[config.mk]
export PLATFORM = sky130hd
export DESIGN_NAME = em_arbiter
export DESIGN_NICKNAME = d
export VERILOG_FILES = /design/src/rtl/em_arbiter.sv
export SDC_FILE = /design/constraint.sdc
export NUM_CORES = 1
export LEC_CHECK = 0
export CAP_MARGIN = 20
export CORE_AREA = 10 10 528 530
export DETAILED_ROUTE_END_ITERATION = 6
export DIE_AREA = 0 0 538 540
export GPL_ROUTABILITY_DRIVEN = 0
export PLACE_DENSITY = 0.3
export SETUP_SLACK_MARGIN = 0.05
export SLEW_MARGIN = 10
export SYNTH_ARGS = -nofsm -noshare
export SYNTH_HDL_FRONTEND = slang
export SYNTH_SLANG_ARGS = --single-unit
[constraint.sdc]
create_clock -name clk_i -period 2.2 [get_ports clk_i]
set_input_delay 0.33 -clock clk_i [delete_from_list [all_inputs] [get_ports clk_i]]
set_output_delay 0.33 -clock clk_i [all_outputs]
set_load 0.1 [all_outputs]
[src/rtl/em_arbiter.sv]
// Round-robin arbiter that lets NUM_REQ spin requesters share one energy monitor,
// with at most one spin/energy transaction in flight.
module em_arbiter #(
  parameter int NUM_REQ = 4,
  parameter int SPINW   = 256,
  parameter int ENERGYW = 32
) (
  input  logic                       clk_i,
  input  logic                       rst_ni,
  input  logic                       en_i,
  input  logic [NUM_REQ-1:0]         req_valid_i,
  input  logic [NUM_REQ*SPINW-1:0]   req_spin_i,
  output logic [NUM_REQ-1:0]         req_ready_o,
  output logic                       em_spin_valid_o,
  output logic [SPINW-1:0]           em_spin_o,
  input  logic                       em_spin_ready_i,
  input  logic                       em_energy_valid_i,
  input  logic [ENERGYW-1:0]         em_energy_i,
  output logic                       em_energy_ready_o,
  output logic [NUM_REQ-1:0]         rsp_valid_o,
  output logic [ENERGYW-1:0]         rsp_energy_o,
  input  logic [NUM_REQ-1:0]         rsp_ready_i,
  output logic                       busy_o,
  output logic [$clog2(NUM_REQ)-1:0] grant_id_o
);

  localparam int IDW = $clog2(NUM_REQ);

  typedef enum logic [1:0] {
    ST_IDLE   = 2'd0,
    ST_ISSUE  = 2'd1,
    ST_WAIT   = 2'd2,
    ST_RETURN = 2'd3
  } state_t;

  state_t             state_q, state_d;
  logic [IDW-1:0]     grant_id_q, grant_id_d;
  logic [IDW-1:0]     last_id_q, last_id_d;
  logic [ENERGYW-1:0] rsp_energy_q, rsp_energy_d;

  // First set valid bit found scanning upward from the requester after 'last'.
  function automatic logic [IDW-1:0] rr_pick(input logic [NUM_REQ-1:0] valid,
                                             input logic [IDW-1:0]     last);
    logic [IDW-1:0] win;
    logic           found;
    int             idx;
    win   = last;
    found = 1'b0;
    for (int i = 1; i <= NUM_REQ; i++) begin
      idx = (int'(last) + i) % NUM_REQ;
      if (!found && valid[idx]) begin
        win   = IDW'(idx);
        found = 1'b1;
      end
    end
    return win;
  endfunction

  always_ff @(posedge clk_i or negedge rst_ni) begin
    if (!rst_ni) begin
      state_q      <= ST_IDLE;
      grant_id_q   <= '0;
      last_id_q    <= IDW'(NUM_REQ - 1);
      rsp_energy_q <= '0;
    end else begin
      state_q      <= state_d;
      grant_id_q   <= grant_id_d;
      last_id_q    <= last_id_d;
      rsp_energy_q <= rsp_energy_d;
    end
  end

  always_comb begin
    state_d      = state_q;
    grant_id_d   = grant_id_q;
    last_id_d    = last_id_q;
    rsp_energy_d = rsp_energy_q;
    case (state_q)
      ST_IDLE: begin
        if (en_i && (|req_valid_i)) begin
          grant_id_d = rr_pick(req_valid_i, last_id_q);
          state_d    = ST_ISSUE;
        end
      end
      ST_ISSUE: begin
        if (!en_i)                state_d = ST_IDLE;
        else if (em_spin_ready_i) state_d = ST_WAIT;
      end
      ST_WAIT: begin
        if (!en_i) begin
          state_d = ST_IDLE;
        end else if (em_energy_valid_i) begin
          rsp_energy_d = em_energy_i;
          state_d      = ST_RETURN;
        end
      end
      ST_RETURN: begin
        // Fairness pointer only advances on a completed response handshake.
        if (!en_i) begin
          state_d = ST_IDLE;
        end else if (rsp_ready_i[grant_id_q]) begin
          last_id_d = grant_id_q;
          state_d   = ST_IDLE;
        end
      end
      default: state_d = ST_IDLE;
    endcase
  end

  // Handshake outputs are gated by en_i so an abort cycle shows no valid/ready.
  always_comb begin
    req_ready_o       = '0;
    em_spin_valid_o   = 1'b0;
    em_spin_o         = '0;
    em_energy_ready_o = 1'b0;
    rsp_valid_o       = '0;
    busy_o            = (state_q != ST_IDLE);
    if (en_i) begin
      case (state_q)
        ST_ISSUE: begin
          em_spin_valid_o         = 1'b1;
          em_spin_o               = req_spin_i[int'(grant_id_q)*SPINW +: SPINW];
          req_ready_o[grant_id_q] = em_spin_ready_i;
        end
        ST_WAIT:   em_energy_ready_o       = 1'b1;
        ST_RETURN: rsp_valid_o[grant_id_q] = 1'b1;
        default: ;
      endcase
    end
  end

  assign rsp_energy_o = rsp_energy_q;
  assign grant_id_o   = grant_id_q;

endmodule

==> Word-level counts from Yosys, hierarchy flattened <==
Cells that the tools add are included.
{ "word_totals": {"reg_bits": 38, "in_bits": 1069, "out_inout_bits": 301, "word_cells": 93} }
{ "classes": {"addsub": 4, "order_cmp": 6, "n_eq_ne": 7, "n_shift": 1, "mux": 47, "bitwise_logic": 5, "reduce_logical": 19} }
{ "op_table": {"columns": ["op", "count"], "rows": [
  ["1024-bit by 11-bit indexed part select with 256-bit output", 1],
  ["256-bit two-way mux", 2],
  ["1-bit two-way mux", 23],
  ["2-bit two-way mux", 11],
  ["3-bit by 4-bit < comparator with 1-bit output, second input constant", 4],
  ["4-bit two-way mux", 4],
  ["1-bit binary-select mux with 2-bit select", 5],
  ["3-bit inequality test, second input constant", 3],
  ["2-bit case mux with 4 select lines", 1],
  ["2-bit OR reduction", 4],
  ["3-bit AND reduction", 2],
  ["1-bit logical AND", 5],
  ["2-bit by 1-bit adder with 2-bit output, second input constant", 2],
  ["2-bit adder, second input constant", 2],
  ["1-bit bitwise AND, first input constant", 4],
  ["4-bit bitwise AND", 1],
  ["2-bit == test, second input constant", 2],
  ["4-bit AND reduction", 1],
  ["4-bit OR reduction", 1],
  ["1-bit zero test", 3],
  ["2-bit by 3-bit < comparator with 1-bit output, second input constant", 1],
  ["1-bit demux with 2-bit select", 1],
  ["2-bit by 1-bit == test with 1-bit output, second input constant", 1],
  ["2-bit by 1-bit >= comparator with 1-bit output, second input constant", 1],
  ["other kinds (4)", 4]
]} }

==> Depth between registers and ports, before layout <==
Gate-level depths: netlist of run 1.
{ "logic_depth": {"ltp_word": 22, "depth_mapped": 5, "depth_no_buf": 4} }

==> Worst setup path before layout of run 1 <==
OpenSTA, ideal clock, no wires.
{ "synth_path": {"path_kind": "flip-flop to output port", "from": "register grant_id_q[1] (netlist: grant_id_o[1])", "to": "output req_ready_o[0]", "t_arrival_ns": 3.493, "t_required_ns": 1.870, "slack_ns": -1.623, "path_stages_with_launch": 5, "n_path_buf": 3, "path_cell_list": "dfrtp_1 -> buf_4 -> buf_6 -> clkbuf_1 -> nor3_1"} }
{ "synth_via": {"elab_chain_cells": 7, "elab_cells_between_ends": 8} }
{ "synth_lines": {"columns": ["element", "line", "text"], "rows": [
  ["from (decl)", "37", "logic [IDW-1:0] grant_id_q, grant_id_d;"],
  ["from (signal assigned)", "67", "grant_id_q <= grant_id_d;"],
  ["2-bit by 3-bit < comparator with 1-bit output (implied by the code) / 2-bit by 1-bit >= comparator with 1-bit output (equally long branches)", "123", "req_ready_o[grant_id_q] = em_spin_ready_i;"],
  ["1-bit logical AND (implied by the code)", "123", null],
  ["1-bit two-way mux (implied by the code)", "123", null],
  ["1-bit demux with 2-bit select *", "123", null],
  ["4-bit bitwise AND (no source line) *", null, null],
  ["4-bit two-way mux *", "119", "case (state_q)"],
  ["4-bit two-way mux *", "118", "if (en_i) begin"],
  ["to (decl)", "13", "output logic [NUM_REQ-1:0] req_ready_o,"]
]} }
Every way passes the cells marked *; elsewhere a longest branch is shown, timed or not.

==> Worst setup path after layout of run 1 <==
{ "layout_path": {"from": "register grant_id_q[0] (netlist: grant_id_o[0])", "to": "output em_spin_o[83]"} }
{ "layout_via": {"elab_chain_cells": 3} }
{ "layout_lines": {"columns": ["element", "line", "text"], "rows": [
  ["1024-bit by 11-bit indexed part select with 256-bit output", "122", "em_spin_o = req_spin_i[int'(grant_id_q)*SPINW +: SPINW];"],
  ["256-bit two-way mux", "119", null],
  ["256-bit two-way mux", "118", null],
  ["to (decl)", "15", "output logic [SPINW-1:0] em_spin_o,"]
]} }
Every way passes these cells.

==> results of run 1 <==
-- logic make-up (layout without fill, tap and decap cells) --
| kind of cell | after synthesis | count (layout) | synth area share |
|---|---|---|---|
| DFF | 38 | 38 | 0.101 |
| and+or+nand+nor | 292 | 292 | 0.189 |
| buffers and inverters | 93 | 1500 | 0.0483 |
| other | 0 | 86 | 0 |
| muxes | 293 | 293 | 0.653 |
| AOI/OAI and AO/OA | 12 | 12 | 0.00937 |
-- power by group --
group	internal, mW	total [mW]	switching (mW)	leakage [nW]
logic	12.1	29.4	17.3	10.4
registers	1.01	1.21	0.204	0.472
clock network	0.656	1.07	0.411	0.0945
-- per-layer routing --
metal	GRT usage	part of all wire	vias to the layer above	wire length (µm)
met5	0	0.0077	-	1800
met4	0.00702	0.010	262	2360
met3	0.108	0.17	517	40400
met2	0.241	0.44	1483	102000
met1	0.177	0.37	7606	87500
li1	-	-	5884	-
-- per-stage QoR --
step | setup TNS [ps] | worst slack [ps] | cells | cell area (µm²) | util
floorplan | -285 | -227 | 728 | 10400 | -
global placement | -24430 | -169 | 5670 | 31700 | 0.119
detailed placement | -26080 | -179 | 5670 | 31700 | 0.119
CTS | -103990 | -500 | 5680 | 32000 | 0.120
global route | -111540 | -533 | 5699 | 32200 | 0.120
finish | -89270 | -500 | 5773 | 32300 | 0.121
-- repair_timing --
action                                  CTS  global route
endpoints found under the setup margin  268           268
resized for setup                         8            11
pin swaps                                14             7
cloned                                    1             0
buffers inserted                          1             7
-- synthesized netlist by cell type (3+ instances only) --
cell and instances:
and2_1 256, buf_6 9, buf_2 30, nand2_1 7, nand2b_1 3, dfrtp_1 36, mux2_2 35, mux4_2 257
o221ai_1 3, nor2_1 9, nor2b_1 5, nor3_1 4, nor3b_1 3, clkbuf_1 51
-- layout by cell type (no fill, tap or decap), drive strengths merged --
cell type         n
o221ai            3
or2               1
mux2             35
inv               2
nor3b             3
o31ai             1
nand2             7
nor2b             5
a22o              1
nor2              9
clkbuf            5
clkinv            1
nor3              4
bufinv            2
nand2b            3
and3b             1
a21o              1
and2            256
buf             422
bufbuf            1
a22oi             2
o21ai             1
nand3             1
mux2i             1
mux4            257
diode            86
dfstp             2
a211o             1
or4               1
clkdlybuf4s50  1067
a21oi             2
dfrtp            36
nand3b            1
-- state kept, by name, summed over array words and instances, names as in the netlist --
signal	flops
rsp_energy_o	32
grant_id_o	2
last_id_q	2
state_q	2
-- worst max-delay path: cells and delay by family, from the launching register on --
kind                   cells  cell delay, ps
buffers and inverters      3             640
flip-flops                 1             450
multiplexers               1             650
AND/OR/NAND/NOR            1             230
-- area by class of cell --
class,count,area [µm²]
clock buffers,5,125
diodes,86,215
fillers,30352,235000
flip-flops and latches,38,961
well taps,3552,4440
repair buffers,1490,17700
inverters,2,7.51
multi-input cells,597,8790
clock inverters,3,68.8
-- path summary, 6_finish.rpt --
path,depth (start not counted),slack [ps],to,start
worst max register to register,6,-20,state_q[0]$_DFFE_PN0P_,grant_id_o[0]$_DFFE_PN0P_
min in group clk_i,1,510,rsp_energy_o[5]$_DFFE_PN0P_,rsp_energy_o[5]$_DFFE_PN0P_
max in group asynchronous,2,1530,rsp_energy_o[11]$_DFFE_PN0P_,rst_ni
worst min register to register,1,510,rsp_energy_o[5]$_DFFE_PN0P_,rsp_energy_o[5]$_DFFE_PN0P_
worst min-delay path,1,50,state_q[0]$_DFFE_PN0P_,rst_ni
worst max-delay path,5,-500,em_spin_o[83],grant_id_o[0]$_DFFE_PN0P_
==> metrics, run 1 <==
syn_nets=1797; first-pass GRT wire length=270000 µm; Die Area=291000 µm²; share of post-route cells with drive strength above 1=0.466; vias post-DR=15752; WHS=45.7 ps; site row count=190; final slew viol count=0; CP Cell Sequence=buf_12, bufbuf_16, mux4_2, and2_4, buf_12; Setup WS post-layout=-500 ps; Post-synth EDFFs=0; Min-Delay Path Class=in -> async; Max clock buf depth=2; Via density=2.73; clock sinks=38; Ys Warns=0; ys flop type=dfrtp_1; Mapped Cells=728; PwrDens=979 nW/µm²; max cap viols=0; H-tree levels=2; Peak VDD IR=0.785 mV; Final Hold Viols=0; GRT Overall Usage=0.152; maximum clock rate=0.370 GHz; initial antenna violation count=368; max incr delay on CP=650 ps; CP Class=reg -> out; cell area after synthesis=9480 µm²; Leak=11.0 nW; core region area=267000 µm²; Worst Path Required=1870 ps; unrepaired setup endpoints after global routing=true; drt drc=0; Reg clk slew, reported paths=90 ps; die height=540 µm; Antenna Nets Post-Route=0; Critical Path Fanout Max=11; Area Growth Syn to Fin=241%; Rel. slew slack=0.496; Yosys cell types=30; Worst-Skew Late Latency=320 ps; outcome=complete, but fails checks; register bit total from synthesis=38; IO Count=1370; crit path max-delay cell type=mux4_2; vias in the first global route=15698; mean routed wirelength per cell=40.5 µm; clock skew=20.8 ps; final setup fails=264; Critical Path Sink Type=output pin; largest net degree at the start of global routing=38; PortBufs=1369; failing checks=negative setup slack; Num CTS Buffers=5; Starting Density=0.0355; ys async rst share=1.00; fin crit period=2700 ps; Power Total=31.7 mW; crit-path most repeated cell=buf_12; TritonCTS clock tree=yes; CP startpoint kind=register; clock root buffer=clkbuf_16; DP Wirelength=223000 µm; final worst-path cycle share=1.23; residual overflow from global routing=0; DRT iter0 DRCs=1366; Yosys top cell by area=mux4_2; Worst EP arrival=2370 ps; sequential cell area fraction in the yosys report=0.101; top cell type's share of synthesized area=0.610; hold buffers post-CTS=0; Die Width=538 µm; syn avg cell area=13.0 µm²; Final nets=3203; Worst Tran Pin Value=756 ps; largest cells by area after synthesis=mux4_2 61%, and2_1 17%, dfrtp_1 9.5%; Routed WL=234000 µm; First-pass DRT Iterations=5
(Power assumes the default switching activity.)
==> inputs of run 2 (changes only) <==
--- a/config.mk
+++ b/config.mk
@@ -5,10 +5,11 @@
 export SDC_FILE = /design/constraint.sdc
 export NUM_CORES = 1
 export LEC_CHECK = 0
+export ABC_AREA = 1
 export CAP_MARGIN = 20
-export CORE_AREA = 10 10 528 530
+export CORE_AREA = 10 10 533 535
 export DETAILED_ROUTE_END_ITERATION = 6
-export DIE_AREA = 0 0 538 540
+export DIE_AREA = 0 0 543 545
 export GPL_ROUTABILITY_DRIVEN = 0
 export PLACE_DENSITY = 0.3
 export SETUP_SLACK_MARGIN = 0.05
==> run 2 against run 1 <==
Net effect: the run still ends with negative setup slack left; non-clock buffer count increased by 211; die area increased by 1.9%; worst setup slack improved by 52 ps; via count increased by 24%; wire length decreased by 1.1%; first-iteration DRC count increased by 8.2%; clock-buffer cell count unchanged; sequential power increased by 16%; critical path type unchanged; highest routed layer unchanged.
==> metrics, run 2 <==
Worst EP arrival=2320 ps; Switching Share=0.618; site row count=192; Leak=11.7 nW; Final nets=3973; Mapped Cells=1339; crit path max-delay cell type=dfrtp_4; top cell type's share of synthesized area=0.262; Min-Delay Path Class=in -> async; share of post-route cells with drive strength above 1=0.414; Antenna Nets Post-Route=0; Critical Path Sink Type=output pin; vias post-DR=19596; Via density=2.99; Die Area=296000 µm²; Worst-Skew Late Latency=300 ps; Comb pwr share=0.955; synth cell count leaders=558 x nand2_1, 258 x a31oi_1, 257 x a22oi_1; final setup fails=260; sequential fraction of design power=0.029; Final Hold Viols=0; clock power share=0.016; IO Count=1370; die height=545 µm; vias in the first global route=20007; commonest cells after routing, fill and taps aside=1066 x clkdlybuf4s50_1, 406 x nand2_1, 338 x buf_12; most frequent cell after synthesis=nand2_1; PwrDens=1260 nW/µm²; Die Width=543 µm; Setup WS post-layout=-448 ps; outcome=complete, but fails checks; CP Cell Sequence=nand2_4, inv_16, buf_12, buf_4, a22oi_2, a31oi_4, buf_12; CP startpoint kind=register; cell family with most CP delay=buffers and inverters; cell area after synthesis=8010 µm²; max incr delay on CP=540 ps; register bit total from synthesis=38; commonest non-fill, non-tap cell in the layout=clkdlybuf4s50_1; Rel. slew slack=0.550; fin crit period=2650 ps; dpl cells=6406; Routed WL=231000 µm; Final Util=0.139; Psw=29.5 mW; Max clock buf depth=2; unrepaired setup endpoints after global routing=true; DP Wirelength=202000 µm; clock sinks=38; Post-synth EDFFs=0; DRT iter0 DRCs=1478; Critical Path Fanout Max=8; PortBufs=1369; maximum clock rate=0.378 GHz; first-pass GRT wire length=271000 µm; Yosys cell types=23; drt drc=0; mean routed wirelength per cell=35.3 µm; Area Growth Syn to Fin=374%; Int Pwr=18.2 mW; GRT Overall Usage=0.143; initial antenna violation count=247; crit-path most repeated cell=buf_12; largest net degree at the start of global routing=33; max cap viols=0; final worst-path cycle share=1.20; sequential cell area fraction in the yosys report=0.119; Peak VDD IR=1.11 mV; Num CTS Buffers=5; Starting Density=0.0293; clock skew=10.3 ps; number of flip-flops in the largest register=32; ys async rst share=1.00; CP Class=reg -> out; Reg clk slew, reported paths=70 ps; H-tree levels=2; failing checks=negative setup slack; Ys Warns=0; clock root buffer=clkbuf_16; largest cells by area after synthesis=nand2_1 26%, a22oi_1 24%, a31oi_1 20%; residual overflow from global routing=0; Yosys top cell by area=nand2_1; Final TNS setup=-83820 ps; core region area=273000 µm²; final slew viol count=0; TritonCTS clock tree=yes; syn_nets=2408; ys flop type=dfrtp_1; syn avg cell area=5.98 µm²; Worst Tran Pin Value=675 ps; fin cells=6545; Worst Path Required=1870 ps; First-pass DRT Iterations=5; worst path bufs/invs=4
==> run 2: worst paths after layout <==
kind                            depth (start not counted)                            to                    startpoint  slack [ps]
worst max-delay path                                    7                 em_spin_o[31]     grant_id_o[0]$_DFFE_PN0P_        -450
worst min register to register                          1  rsp_energy_o[31]$_DFFE_PN0P_  rsp_energy_o[31]$_DFFE_PN0P_         520
worst min-delay path                                    1  rsp_energy_o[12]$_DFFE_PN0P_                        rst_ni          60
worst max register to register                          8        state_q[1]$_DFFE_PN0P_     grant_id_o[0]$_DFFE_PN0P_          80
max in group asynchronous                               2        state_q[0]$_DFFE_PN0P_                        rst_ni        1560
min in group clk_i                                      1  rsp_energy_o[31]$_DFFE_PN0P_  rsp_energy_o[31]$_DFFE_PN0P_         520
==> run 2: what timing repair did <==
item,in CTS,in global routing
hold buffers,0,0
endpoints found under the setup margin,267,265
buffers inserted,35,21
gates resized for setup,215,179
cloned,20,13
pin swaps,36,38
==> run 2: worst reg2reg max path: stages (launching register included) <==
cell and delay, ps:
dfrtp_4 500, nor2_4 50, buf_6 130, buf_4 180, buf_16 200, a22oi_1 310, buf_4 170, nand4_1 220
a31oi_1 270
==> run 2: through the flow <==
stage	power (mW)	hold slack, ps	worst slack (ps)	cell area (µm²)
floorplan	24.3	34.4	-671	12400
global placement	41.4	412	-427	34800
detailed placement	41.3	409	-389	34800
CTS	46.2	82.9	-475	36600
global route	49.3	107	-500	37800
finish	47.7	57.1	-448	38000
==> run 2: power by group through the flow <==
stage / clock network (mW) / logic, mW / registers [mW]
floorplan: 0 / 20.6 / 3.63
global placement: 0 / 40.0 / 1.39
detailed placement: 0 / 39.9 / 1.37
CTS: 0.787 / 44.0 / 1.40
global route: 0.805 / 47.1 / 1.45
finish: 0.764 / 45.5 / 1.40
==> run 2: cell type report <==
type,count,area (µm²)
repair buffers,1701,20900
well taps,3589,4490
flip-flops and latches,38,961
clock inverters,2,15.0
repair inverters,1,30.0
multi-input cells,1140,11200
inverters,17,128
fillers,30829,235000
diodes,52,130
clock buffers,5,125
==> run 2: kinds of logic after synthesis <==
group / after synthesis / share of synthesized area
muxes: 32 / 0.0591
buffers and inverters: 161 / 0.0955
AOI/OAI and AO/OA: 522 / 0.447
and+or+nand+nor: 586 / 0.279
DFF: 38 / 0.119
==> run 2: metal layers <==
layer | up-vias | global-route usage | wire, µm | part of all wire
li1 | 8191 | - | - | -
met1 | 9340 | 0.176 | 93900 | 0.41
met2 | 1434 | 0.227 | 102000 | 0.44
met4 | 214 | 0.00819 | 2520 | 0.011
met5 | - | 0 | 1500 | 0.0065
met3 | 417 | 0.0830 | 31700 | 0.14
==> inputs of run 3 (changes only) <==
--- a/config.mk
+++ b/config.mk
@@ -5,11 +5,10 @@
 export SDC_FILE = /design/constraint.sdc
 export NUM_CORES = 1
 export LEC_CHECK = 0
-export ABC_AREA = 1
 export CAP_MARGIN = 20
-export CORE_AREA = 10 10 533 535
+export CORE_AREA = 10 10 528 530
 export DETAILED_ROUTE_END_ITERATION = 6
-export DIE_AREA = 0 0 543 545
+export DIE_AREA = 0 0 538 540
 export GPL_ROUTABILITY_DRIVEN = 0
 export PLACE_DENSITY = 0.3
 export SETUP_SLACK_MARGIN = 0.05
==> results of run 3 <==
No change in the layout: final DEF, timing and power equal those of run 1.
